--- src/rtl/seg7_pkg.sv ---
// rtl/seg7_pkg.sv - seven-segment pattern constants, decode function and FSM states
package seg7_pkg;

    localparam logic [6:0] PAT_0     = 7'b0000001;
    localparam logic [6:0] PAT_1     = 7'b1001111;
    localparam logic [6:0] PAT_2     = 7'b0010010;
    localparam logic [6:0] PAT_3     = 7'b0000110;
    localparam logic [6:0] PAT_4     = 7'b1001100;
    localparam logic [6:0] PAT_5     = 7'b0100100;
    localparam logic [6:0] PAT_6     = 7'b0100000;
    localparam logic [6:0] PAT_7     = 7'b0001111;
    localparam logic [6:0] PAT_8     = 7'b0000000;
    localparam logic [6:0] PAT_9     = 7'b0000100;
    localparam logic [6:0] PAT_BLANK = 7'b1111111;

    typedef enum logic {
        WAIT_FIRST = 1'b0,
        TRACK      = 1'b1
    } state_t;

    typedef struct packed {
        logic       valid;
        logic       blank;
        logic [3:0] digit;
    } decode_t;

    function automatic decode_t seg7_decode(input logic [6:0] pat);
        decode_t d;
        d = '{valid: 1'b1, blank: 1'b0, digit: 4'd0};
        case (pat)
            PAT_0:     d.digit = 4'd0;
            PAT_1:     d.digit = 4'd1;
            PAT_2:     d.digit = 4'd2;
            PAT_3:     d.digit = 4'd3;
            PAT_4:     d.digit = 4'd4;
            PAT_5:     d.digit = 4'd5;
            PAT_6:     d.digit = 4'd6;
            PAT_7:     d.digit = 4'd7;
            PAT_8:     d.digit = 4'd8;
            PAT_9:     d.digit = 4'd9;
            PAT_BLANK: begin
                d.valid = 1'b0;
                d.blank = 1'b1;
            end
            default:   d.valid = 1'b0;
        endcase
        return d;
    endfunction

endpackage

--- src/rtl/seg7_count_monitor_if.sv ---
// rtl/seg7_count_monitor_if.sv - segment bus in, monitor results out
interface seg7_count_monitor_if #(
    parameter int CNT_W = 8
);
    logic             a, b, c, d, e, f, g;
    logic [3:0]       digit;
    logic             digit_valid;
    logic             blank;
    logic             err_pattern;
    logic             err_sequence;
    logic [CNT_W-1:0] step_count;

    modport master (
        output a, b, c, d, e, f, g,
        input  digit, digit_valid, blank, err_pattern, err_sequence, step_count
    );

    modport slave (
        input  a, b, c, d, e, f, g,
        output digit, digit_valid, blank, err_pattern, err_sequence, step_count
    );
endinterface

--- src/rtl/seg7_stable_filter.sv ---
// rtl/seg7_stable_filter.sv - 2-flop synchronizer and stability filter for the segment bus
module seg7_stable_filter #(
    parameter int STABLE_CYCLES = 4
) (
    input  logic       i_clk,
    input  logic       i_rst,
    input  logic [6:0] i_seg,
    output logic [6:0] o_pattern,
    output logic       o_accept
);
    localparam int             CW   = (STABLE_CYCLES > 1) ? $clog2(STABLE_CYCLES) : 1;
    localparam logic [CW-1:0]  LAST = CW'(STABLE_CYCLES - 1);

    logic [6:0]    r_sync1, r_sync2, r_prev, r_acc;
    logic [CW-1:0] r_cnt;
    logic [CW-1:0] w_cnt_next;

    // Counter saturates at LAST; a held accepted pattern never re-accepts since it equals r_acc.
    always_comb begin
        w_cnt_next = '0;
        if (r_sync2 == r_prev)
            w_cnt_next = (r_cnt == LAST) ? r_cnt : r_cnt + 1'b1;
    end

    assign o_accept  = (w_cnt_next == LAST) && (r_sync2 != r_acc);
    assign o_pattern = r_sync2;

    always_ff @(posedge i_clk) begin
        if (i_rst) begin
            r_sync1 <= 7'h7F;
            r_sync2 <= 7'h7F;
            r_prev  <= 7'h7F;
            r_acc   <= 7'h7F;
            r_cnt   <= '0;
        end else begin
            r_sync1 <= i_seg;
            r_sync2 <= r_sync1;
            r_prev  <= r_sync2;
            r_cnt   <= w_cnt_next;
            if (o_accept)
                r_acc <= r_sync2;
        end
    end
endmodule

--- src/rtl/seg7_count_monitor.sv ---
// rtl/seg7_count_monitor.sv - recovers the displayed digit and checks the count sequence
module seg7_count_monitor
    import seg7_pkg::*;
#(
    parameter int STABLE_CYCLES = 4,
    parameter int WRAP_MAX      = 7,
    parameter int CNT_W         = 8
) (
    input  logic                  CLOCK_50,
    input  logic                  SW17,
    seg7_count_monitor_if.slave   bus
);
    logic [6:0]       w_seg, w_pattern;
    logic             w_accept;
    decode_t          w_dec;
    logic [3:0]       w_expected;
    logic             w_legal;
    state_t           r_state, w_state_next;
    logic [3:0]       r_digit;
    logic             r_valid, r_blank, r_err_pat, r_err_seq;
    logic [CNT_W-1:0] r_step;

    assign w_seg = {bus.a, bus.b, bus.c, bus.d, bus.e, bus.f, bus.g};

    seg7_stable_filter #(.STABLE_CYCLES(STABLE_CYCLES)) u_filter (
        .i_clk     (CLOCK_50),
        .i_rst     (SW17),
        .i_seg     (w_seg),
        .o_pattern (w_pattern),
        .o_accept  (w_accept)
    );

    assign w_dec = seg7_decode(w_pattern);

    // A jump back to 0 is treated as a counter reset, not a sequence break.
    always_comb begin
        w_state_next = r_state;
        w_expected   = (r_digit == 4'(WRAP_MAX)) ? 4'd0 : r_digit + 4'd1;
        w_legal      = (w_dec.digit == w_expected) || (w_dec.digit == 4'd0);
        if (w_accept)
            w_state_next = w_dec.valid ? TRACK : WAIT_FIRST;
    end

    always_ff @(posedge CLOCK_50) begin
        if (SW17)
            r_state <= WAIT_FIRST;
        else
            r_state <= w_state_next;
    end

    always_ff @(posedge CLOCK_50) begin
        if (SW17) begin
            r_digit   <= 4'd0;
            r_valid   <= 1'b0;
            r_blank   <= 1'b1;
            r_err_pat <= 1'b0;
            r_err_seq <= 1'b0;
            r_step    <= '0;
        end else begin
            r_valid <= 1'b0;
            if (w_accept) begin
                if (w_dec.valid) begin
                    r_digit <= w_dec.digit;
                    r_valid <= 1'b1;
                    r_blank <= 1'b0;
                    if (r_state == TRACK) begin
                        if (!w_legal)
                            r_err_seq <= 1'b1;
                        else if (r_step != {CNT_W{1'b1}})
                            r_step <= r_step + 1'b1;
                    end
                end else if (w_dec.blank) begin
                    r_blank <= 1'b1;
                end else begin
                    r_err_pat <= 1'b1;
                    r_blank   <= 1'b0;
                end
            end
        end
    end

    assign bus.digit        = r_digit;
    assign bus.digit_valid  = r_valid;
    assign bus.blank        = r_blank;
    assign bus.err_pattern  = r_err_pat;
    assign bus.err_sequence = r_err_seq;
    assign bus.step_count   = r_step;
endmodule

--- src/flat_wrapper.sv ---
// flat-port wrapper written by rule: the top's interface ports become plain ports
module seg7_count_monitor_flat import seg7_pkg::*;
#(
    parameter int STABLE_CYCLES = 4,
    parameter int WRAP_MAX      = 7,
    parameter int CNT_W         = 8
)
  (CLOCK_50, SW17, bus_a, bus_b, bus_c, bus_d, bus_e, bus_f, bus_g, bus_digit, bus_digit_valid, bus_blank, bus_err_pattern, bus_err_sequence, bus_step_count);
  seg7_count_monitor_if #(.CNT_W(CNT_W)) bus_i ();
  input  logic CLOCK_50;
  input  logic SW17;
  input wire logic [$bits(bus_i.a)-1:0] bus_a;
  input wire logic [$bits(bus_i.b)-1:0] bus_b;
  input wire logic [$bits(bus_i.c)-1:0] bus_c;
  input wire logic [$bits(bus_i.d)-1:0] bus_d;
  input wire logic [$bits(bus_i.e)-1:0] bus_e;
  input wire logic [$bits(bus_i.f)-1:0] bus_f;
  input wire logic [$bits(bus_i.g)-1:0] bus_g;
  output wire logic [$bits(bus_i.digit)-1:0] bus_digit;
  output wire logic [$bits(bus_i.digit_valid)-1:0] bus_digit_valid;
  output wire logic [$bits(bus_i.blank)-1:0] bus_blank;
  output wire logic [$bits(bus_i.err_pattern)-1:0] bus_err_pattern;
  output wire logic [$bits(bus_i.err_sequence)-1:0] bus_err_sequence;
  output wire logic [$bits(bus_i.step_count)-1:0] bus_step_count;
  assign bus_i.a = bus_a;
  assign bus_i.b = bus_b;
  assign bus_i.c = bus_c;
  assign bus_i.d = bus_d;
  assign bus_i.e = bus_e;
  assign bus_i.f = bus_f;
  assign bus_i.g = bus_g;
  assign bus_digit = bus_i.digit;
  assign bus_digit_valid = bus_i.digit_valid;
  assign bus_blank = bus_i.blank;
  assign bus_err_pattern = bus_i.err_pattern;
  assign bus_err_sequence = bus_i.err_sequence;
  assign bus_step_count = bus_i.step_count;
  seg7_count_monitor #(.STABLE_CYCLES(STABLE_CYCLES), .WRAP_MAX(WRAP_MAX), .CNT_W(CNT_W)) u_core (.CLOCK_50(CLOCK_50), .SW17(SW17), .bus(bus_i));
endmodule
--- config.mk ---
export PLATFORM = sky130hd
export DESIGN_NAME = seg7_count_monitor_flat
export DESIGN_NICKNAME = d
export VERILOG_FILES = /design/src/rtl/seg7_pkg.sv /design/src/rtl/seg7_count_monitor_if.sv /design/src/rtl/seg7_stable_filter.sv /design/src/rtl/seg7_count_monitor.sv /design/src/flat_wrapper.sv
export SDC_FILE = /design/constraint.sdc
export NUM_CORES = 1
export LEC_CHECK = 0
export ABC_AREA = 1
export CAP_MARGIN = 20
export CORE_AREA = 4 4 71 73
export DETAILED_ROUTE_END_ITERATION = 7
export DIE_AREA = 0 0 75 77
export PLACE_DENSITY = 0.75
export SYNTH_ARGS = -nofsm -noshare
export SYNTH_HDL_FRONTEND = slang
export SYNTH_SLANG_ARGS = --single-unit
--- constraint.sdc ---
create_clock -name CLOCK_50 -period 2.2 [get_ports CLOCK_50]
set_input_delay 0.44 -clock CLOCK_50 [delete_from_list [all_inputs] [get_ports CLOCK_50]]
set_output_delay 0.44 -clock CLOCK_50 [all_outputs]
set_load 0.005 [all_outputs]
* Yosys cells after proc, flatten, opt, wreduce, memory -nomap -nowiden
Cells that the tools add are included.
** Storage, ports and cells
- Input port bits :: 9
- Logic and storage cells :: 55
- Flip-flop bits (word level) :: 47
- Output and inout port bits :: 16
** Operators by class
- Muxes and demuxes :: 9
- Add/sub/neg operators :: 3
- Reduce and logical (&&, ||, !) cells :: 10
- Equality and inequality tests :: 17
- Bitwise gates (word level) :: 4
** Operator list (number)
- $pmux W4 S9 :: 1
- $eq A7 B7 Y1 const B :: 3
- $eq A7 B3 Y1 const B :: 2
- $eq A7 B6 Y1 const B :: 2
- $reduce_or A10 Y1 :: 1
- $add A8 B1 Y8 const B :: 1
- $ne A8 B8 Y1 const B :: 1
- $eq A7 B1 Y1 const B :: 1
- $eq A7 B4 Y1 const B :: 1
- $eq A7 B5 Y1 const B :: 1
- $eq A7 B7 Y1 :: 1
- $logic_not A7 Y1 :: 1
- $ne A7 B7 Y1 :: 1
- $mux W1 :: 5
- $reduce_and A5 Y1 :: 1
- $add A4 B1 Y4 const B :: 1
- $eq A2 B2 Y1 const B :: 2
- $eq A4 B3 Y1 const B :: 1
- $eq A4 B4 Y1 :: 1
- $logic_not A4 Y1 :: 1
- $mux W2 :: 2
- $mux W4 :: 1
- $not A1 Y1 :: 4
- $reduce_and A4 Y1 :: 1
- 6 further kinds :: 6

* Longest topological paths before layout
- Depth in word-level cells :: 7
- Depth in mapped cells :: 17
- Gate-level depth less buffers :: 15

* By module
From an unflattened synthesis, not the netlist that was laid out.
** Unflattened totals
- Cell total of the unflattened synthesis :: 321
- Area total of the unflattened synthesis :: 2314.7 um^2
** Modules (own cells, without submodules)
- seg7_count_monitor :: times used 1, area each 1182.4 um^2, sequential area each 340.3 um^2, cells an instance 185
- seg7_stable_filter :: times used 1, area each 1132.3 um^2, sequential area each 600.6 um^2, cells an instance 136

* Worst setup path after synthesis
Ideal clock, no wire load.
- Path type :: reg2reg
- Start :: register u_core.u_filter.r_sync2[6] (netlist: u_core.u_filter.o_pattern[6])
- End :: register u_core.r_step[1] (netlist: u_core.bus.step_count[1])
- Slack :: 0.519 ns
- Path buffers :: 1
- Data required time :: 2.087 ns
- Stages on the path, launching flop included :: 12
- Setup time :: 0.113 ns
- Arrival :: 1.568 ns
- Cells stage by stage :: dfxtp_1 -> buf_2 -> xnor2_1 -> nand2_1 -> nor2_2 -> nand2_1 -> nor2_4 -> nand3_2 -> nor2_4 -> nand2_1 -> nor2_1 -> nor2_1
** Between the ends
- Longest elaborated chain between the ends :: 5
- Elaborated cells between the ends (all ways) :: 22
- Classes of those cells :: eq/ne: 13; mux: 3; reduce/logical: 6
** RTL lines
- from (decl) :: line seg7_stable_filter.sv:14 : logic [6:0] r_sync1, r_sync2, r_prev, r_acc;
- from (signal assigned) :: line seg7_stable_filter.sv:37 : r_sync2 <= r_sync1;
- $eq A7 B3 Y1 (tied with other cells) :: line seg7_pkg.sv:30 : case (pat)
- $pmux W4 S9 / $mux W2 (equally long branches) :: line seg7_pkg.sv:30, seg7_stable_filter.sv:21
- $eq A4 B4 Y1 (tied with other cells) :: line seg7_count_monitor.sv:39 : w_legal = (w_dec.digit == w_expected) || (w_dec.digit == 4'd0);
- $logic_or A1 B1 Y1 / $logic_and A1 B1 Y1 (equally long branches) :: line seg7_count_monitor.sv:39, seg7_stable_filter.sv:25
- $reduce_and A5 Y1 (no line) *
- to (signal assigned) :: line seg7_count_monitor.sv:70 : r_step <= r_step + 1'b1;
- to (decl) :: line seg7_count_monitor.sv:21 : logic [CNT_W-1:0] r_step;
Every way passes the cells marked *; elsewhere a longest branch is shown, timed or not.
A chain may end at the register's enable or synchronous reset.

* Worst setup path after layout
- Start :: register u_core.u_filter.r_sync2[3] (netlist: u_core.u_filter.o_pattern[3])
- End :: register u_core.r_step[2] (netlist: u_core.bus.step_count[2])
The elaborated chain is that of the path after synthesis.

==> qor.yml <==
ios: 25
synth_top_area_share: 0.401
critPathRequiredTime_ns: 2.44
grt_usage: 0.179
antenna_found_initial: 0
postSynthAreaPerCell_um2: 6.78
dieArea_um2: 5780
worst_pin_slew_ns: 0.503
clock-sinks: 47
status: "complete, no violations"
rsz0062_at_grt: "no"
dpl.hpwl_um: 3480
grt_pass1_vias: 1867
place.gp.congestion: 0.959
vias: 2076
final_antenna_net_count: 0
drt-total-wl_um: 4670
clkPwrFrac: 0.333
critPathMaxFanout: 7
cp.arrival_ns: 2.18
start_util: 0.539
synth_cell_type_count: 24
cp-start-kind: "register"
setup_viol: 0
crit_chain: "nand2_1 > nor2_2 > nand2_1 > o21a_1 > nand3_2 > nand3_2 > nor2_2 > nand3_1 > nand2_1 > inv_1 > nor2_1"
crit_type: "reg2reg"
critPathMaxStageDelay_ns: 0.48
p_per_area_nw_per_um2: 547
pwr-share-seq: 0.596
wl_per_cell_um: 11.0
ys_seq_area_frac: 0.401
area.growth.synth_to_final_pct: 15.8
firstDrtPassIters: 4
clk_pin_slew_ns: 0.08
port_buffers: 24
rows: 24
p_int_mw: 1.13
drive_above_1_share: 0.121
fin_crit_sh: 0.882
cap_violations: 0
finClkSkew_ns: 0.00333
report.final.slew_viol_count: 0
cts_buffers: 5
cpMostUsedCell: "nand2_1"
period_minus_slack_ns: 1.94
fp.dieH_um: 77
top_usage_layer: "met2"
r2r_cells: 11
grt_max_degree: 27
yosys-top-cells-area: "dfxtp_1 (40%), nand2_1 (17%), inv_1 (6.9%)"
synth_nets: 357
synthCells: 346
preCtsSetupSlack_ns: 0.207
cp_slowest_cell: "dfxtp_1"
r2r_slack_ns: 0.26
clockRootBuffer: "clkbuf_8"
finalPower_mw: 1.48
r2r-start: "u_core.u_filter.o_pattern[3]$_SDFF_PP1_"
hold_end: "u_core.u_filter.o_pattern[3]$_SDFF_PP1_"
grt_overflow_total: 0
cp_top_family: "simple AND/OR/NAND/NOR gates"
core_area_um2: 4350
yosys_warnings: 0
ys_seq_elements: 47
p_switching_uw: 352
finalNetCount: 382
via_per_inst: 4.90
cts_tree: "yes"
hp-start: "u_core.u_filter.r_sync1[3]$_SDFF_PP1_"
tns_ns: 0
clk_latency_ns: 0.29
min_path_cells: 1
grt_pass1_wl_um: 8250
final_cell_mix: "nand2_1 (106), dfxtp_1 (44), inv_1 (43)"
clockBufferDepth: 2
fin_area_um2: 2720
finalHoldViolations: 0
worstHoldPathType: "reg2reg"
grt_util_met1: 0.250
htreeDepth: 2
critPathBufInv: 1
post-route-drc-count: 0
maxClockFrequency_mhz: 515
antenna_cells: 0
met3_usage: 0.0444
postCtsHoldBufs: 0
drt_iter0_markers: 131
die_w_um: 75
ir_drop_v: 0.000468
switching_share: 0.237
postCtsSetupRepairBufs: 0
post_dp_cell_area_um2: 2620
p_leak_nw: 1.27
setup_slack_ns: 0.260
layout_commonest_cell: "nand2_1"
endpoint_kind: "register"
worstReg2RegEnd: "u_core.bus.step_count[2]$_SDFFE_PP0P_"
max-slew-margin-rel: 0.662
comb_power_share: 0.071
synth_area_um2: 2340
yosys.area.top_type: "dfxtp_1"
met2_usage: 0.269
## cell usage after synthesis
master / n
nand2_1: 106
nor2_2: 7
a21oi_1: 8
o21ai_0: 3
nand2_2: 1
o21a_1: 2
inv_1: 43
xnor2_1: 6
o211ai_1: 7
nor2_4: 3
or2_2: 14
clkinv_1: 1
xor2_1: 3
buf_6: 2
dfxtp_1: 47
nor3_1: 6
buf_2: 5
inv_2: 2
nand4_1: 9
ha_1: 2
nor2_1: 39
nand3_1: 24
nand3_2: 2
clkbuf_1: 4
## state kept, by name, indices dropped and copies added, names as in the netlist
signal,flops
u_core.u_filter.o_pattern,7
u_core.bus.digit,4
u_core.bus.err_pattern,1
u_core.bus.digit_valid,1
u_core.u_filter.r_prev,7
u_core.r_state,1
u_core.u_filter.r_cnt,2
u_core.bus.blank,1
u_core.bus.step_count,8
u_core.u_filter.r_sync1,7
u_core.u_filter.r_acc,7
u_core.bus.err_sequence,1
## how the worst max path moves through the flow
stage / startpoint / to / slack (ns) / cells after the start
4_1_cts: u_core.u_filter.o_pattern[4]$_SDFF_PP1_ / u_core.bus.step_count[1]$_SDFFE_PP0P_ / 0.18 / 13
2_1_floorplan: u_core.u_filter.o_pattern[6]$_SDFF_PP1_ / u_core.bus.step_count[1]$_SDFFE_PP0P_ / 0.52 / 11
6_report: u_core.u_filter.o_pattern[3]$_SDFF_PP1_ / u_core.bus.step_count[2]$_SDFFE_PP0P_ / 0.26 / 11
3_3_place_gp: u_core.u_filter.o_pattern[4]$_SDFF_PP1_ / u_core.bus.step_count[1]$_SDFFE_PP0P_ / 0.24 / 13
5_1_grt: u_core.u_filter.o_pattern[1]$_SDFF_PP1_ / u_core.bus.step_count[1]$_SDFFE_PP0P_ / 0.008 / 14
3_5_place_dp: u_core.u_filter.o_pattern[2]$_SDFF_PP1_ / u_core.bus.step_count[1]$_SDFFE_PP0P_ / 0.21 / 13
## final cells by class
cell class / instances / area [um^2]
Clock inverter: 3 / 15.0
Tap cell: 52 / 65.1
Timing Repair Buffer: 28 / 270
Sequential cell: 47 / 945
Clock buffer: 5 / 68.8
Fill cell: 408 / 1640
Multi-Input combinational cell: 243 / 1180
Inverter: 46 / 173
## layer usage
| metal | vias up | wire length, um |
|---|---|---|
| li1 | 1121 | - |
| met1 | 895 | 2290 |
| met2 | 54 | 2070 |
| met3 | 6 | 263 |
| met4 | 0 | 57 |
| met5 | - | 0 |
## power by group through the flow
| stage | sequential [mW] | combinational (mW) | clock (mW) |
|---|---|---|---|
| 4_1_cts | 0.885 | 0.105 | 0.511 |
| 2_1_floorplan | 0.894 | 0.0849 | 0 |
| 6_report | 0.885 | 0.105 | 0.494 |
| 3_3_place_gp | 0.905 | 0.104 | 0 |
| 5_1_grt | 0.888 | 0.118 | 0.546 |
| 3_5_place_dp | 0.905 | 0.105 | 0 |
## kinds of logic after synthesis
logic type / count (synthesis) / synth area share
flops: 47 / 0.401
buf+inv: 57 / 0.100
simple gates: 211 / 0.402
fa+ha+maj: 2 / 0.0107
compound gates: 20 / 0.0523
xor+xnor: 9 / 0.0336
## metrics by stage
stage                     cells   util  hold WS [ns]
final                       424  0.624         0.413
after global routing        424  0.624         0.430
after CTS                   423  0.620         0.413
after detailed placement    415  0.601         0.393
after global placement      415  0.601         0.390
after floorplan             346      -         0.389
## repair_timing
item,4_1_cts,5_1_grt
endpoints found under the hold margin,0,0
gates resized for setup,0,4
endpoints found under the setup margin,0,7
(Power assumes the default switching activity.)
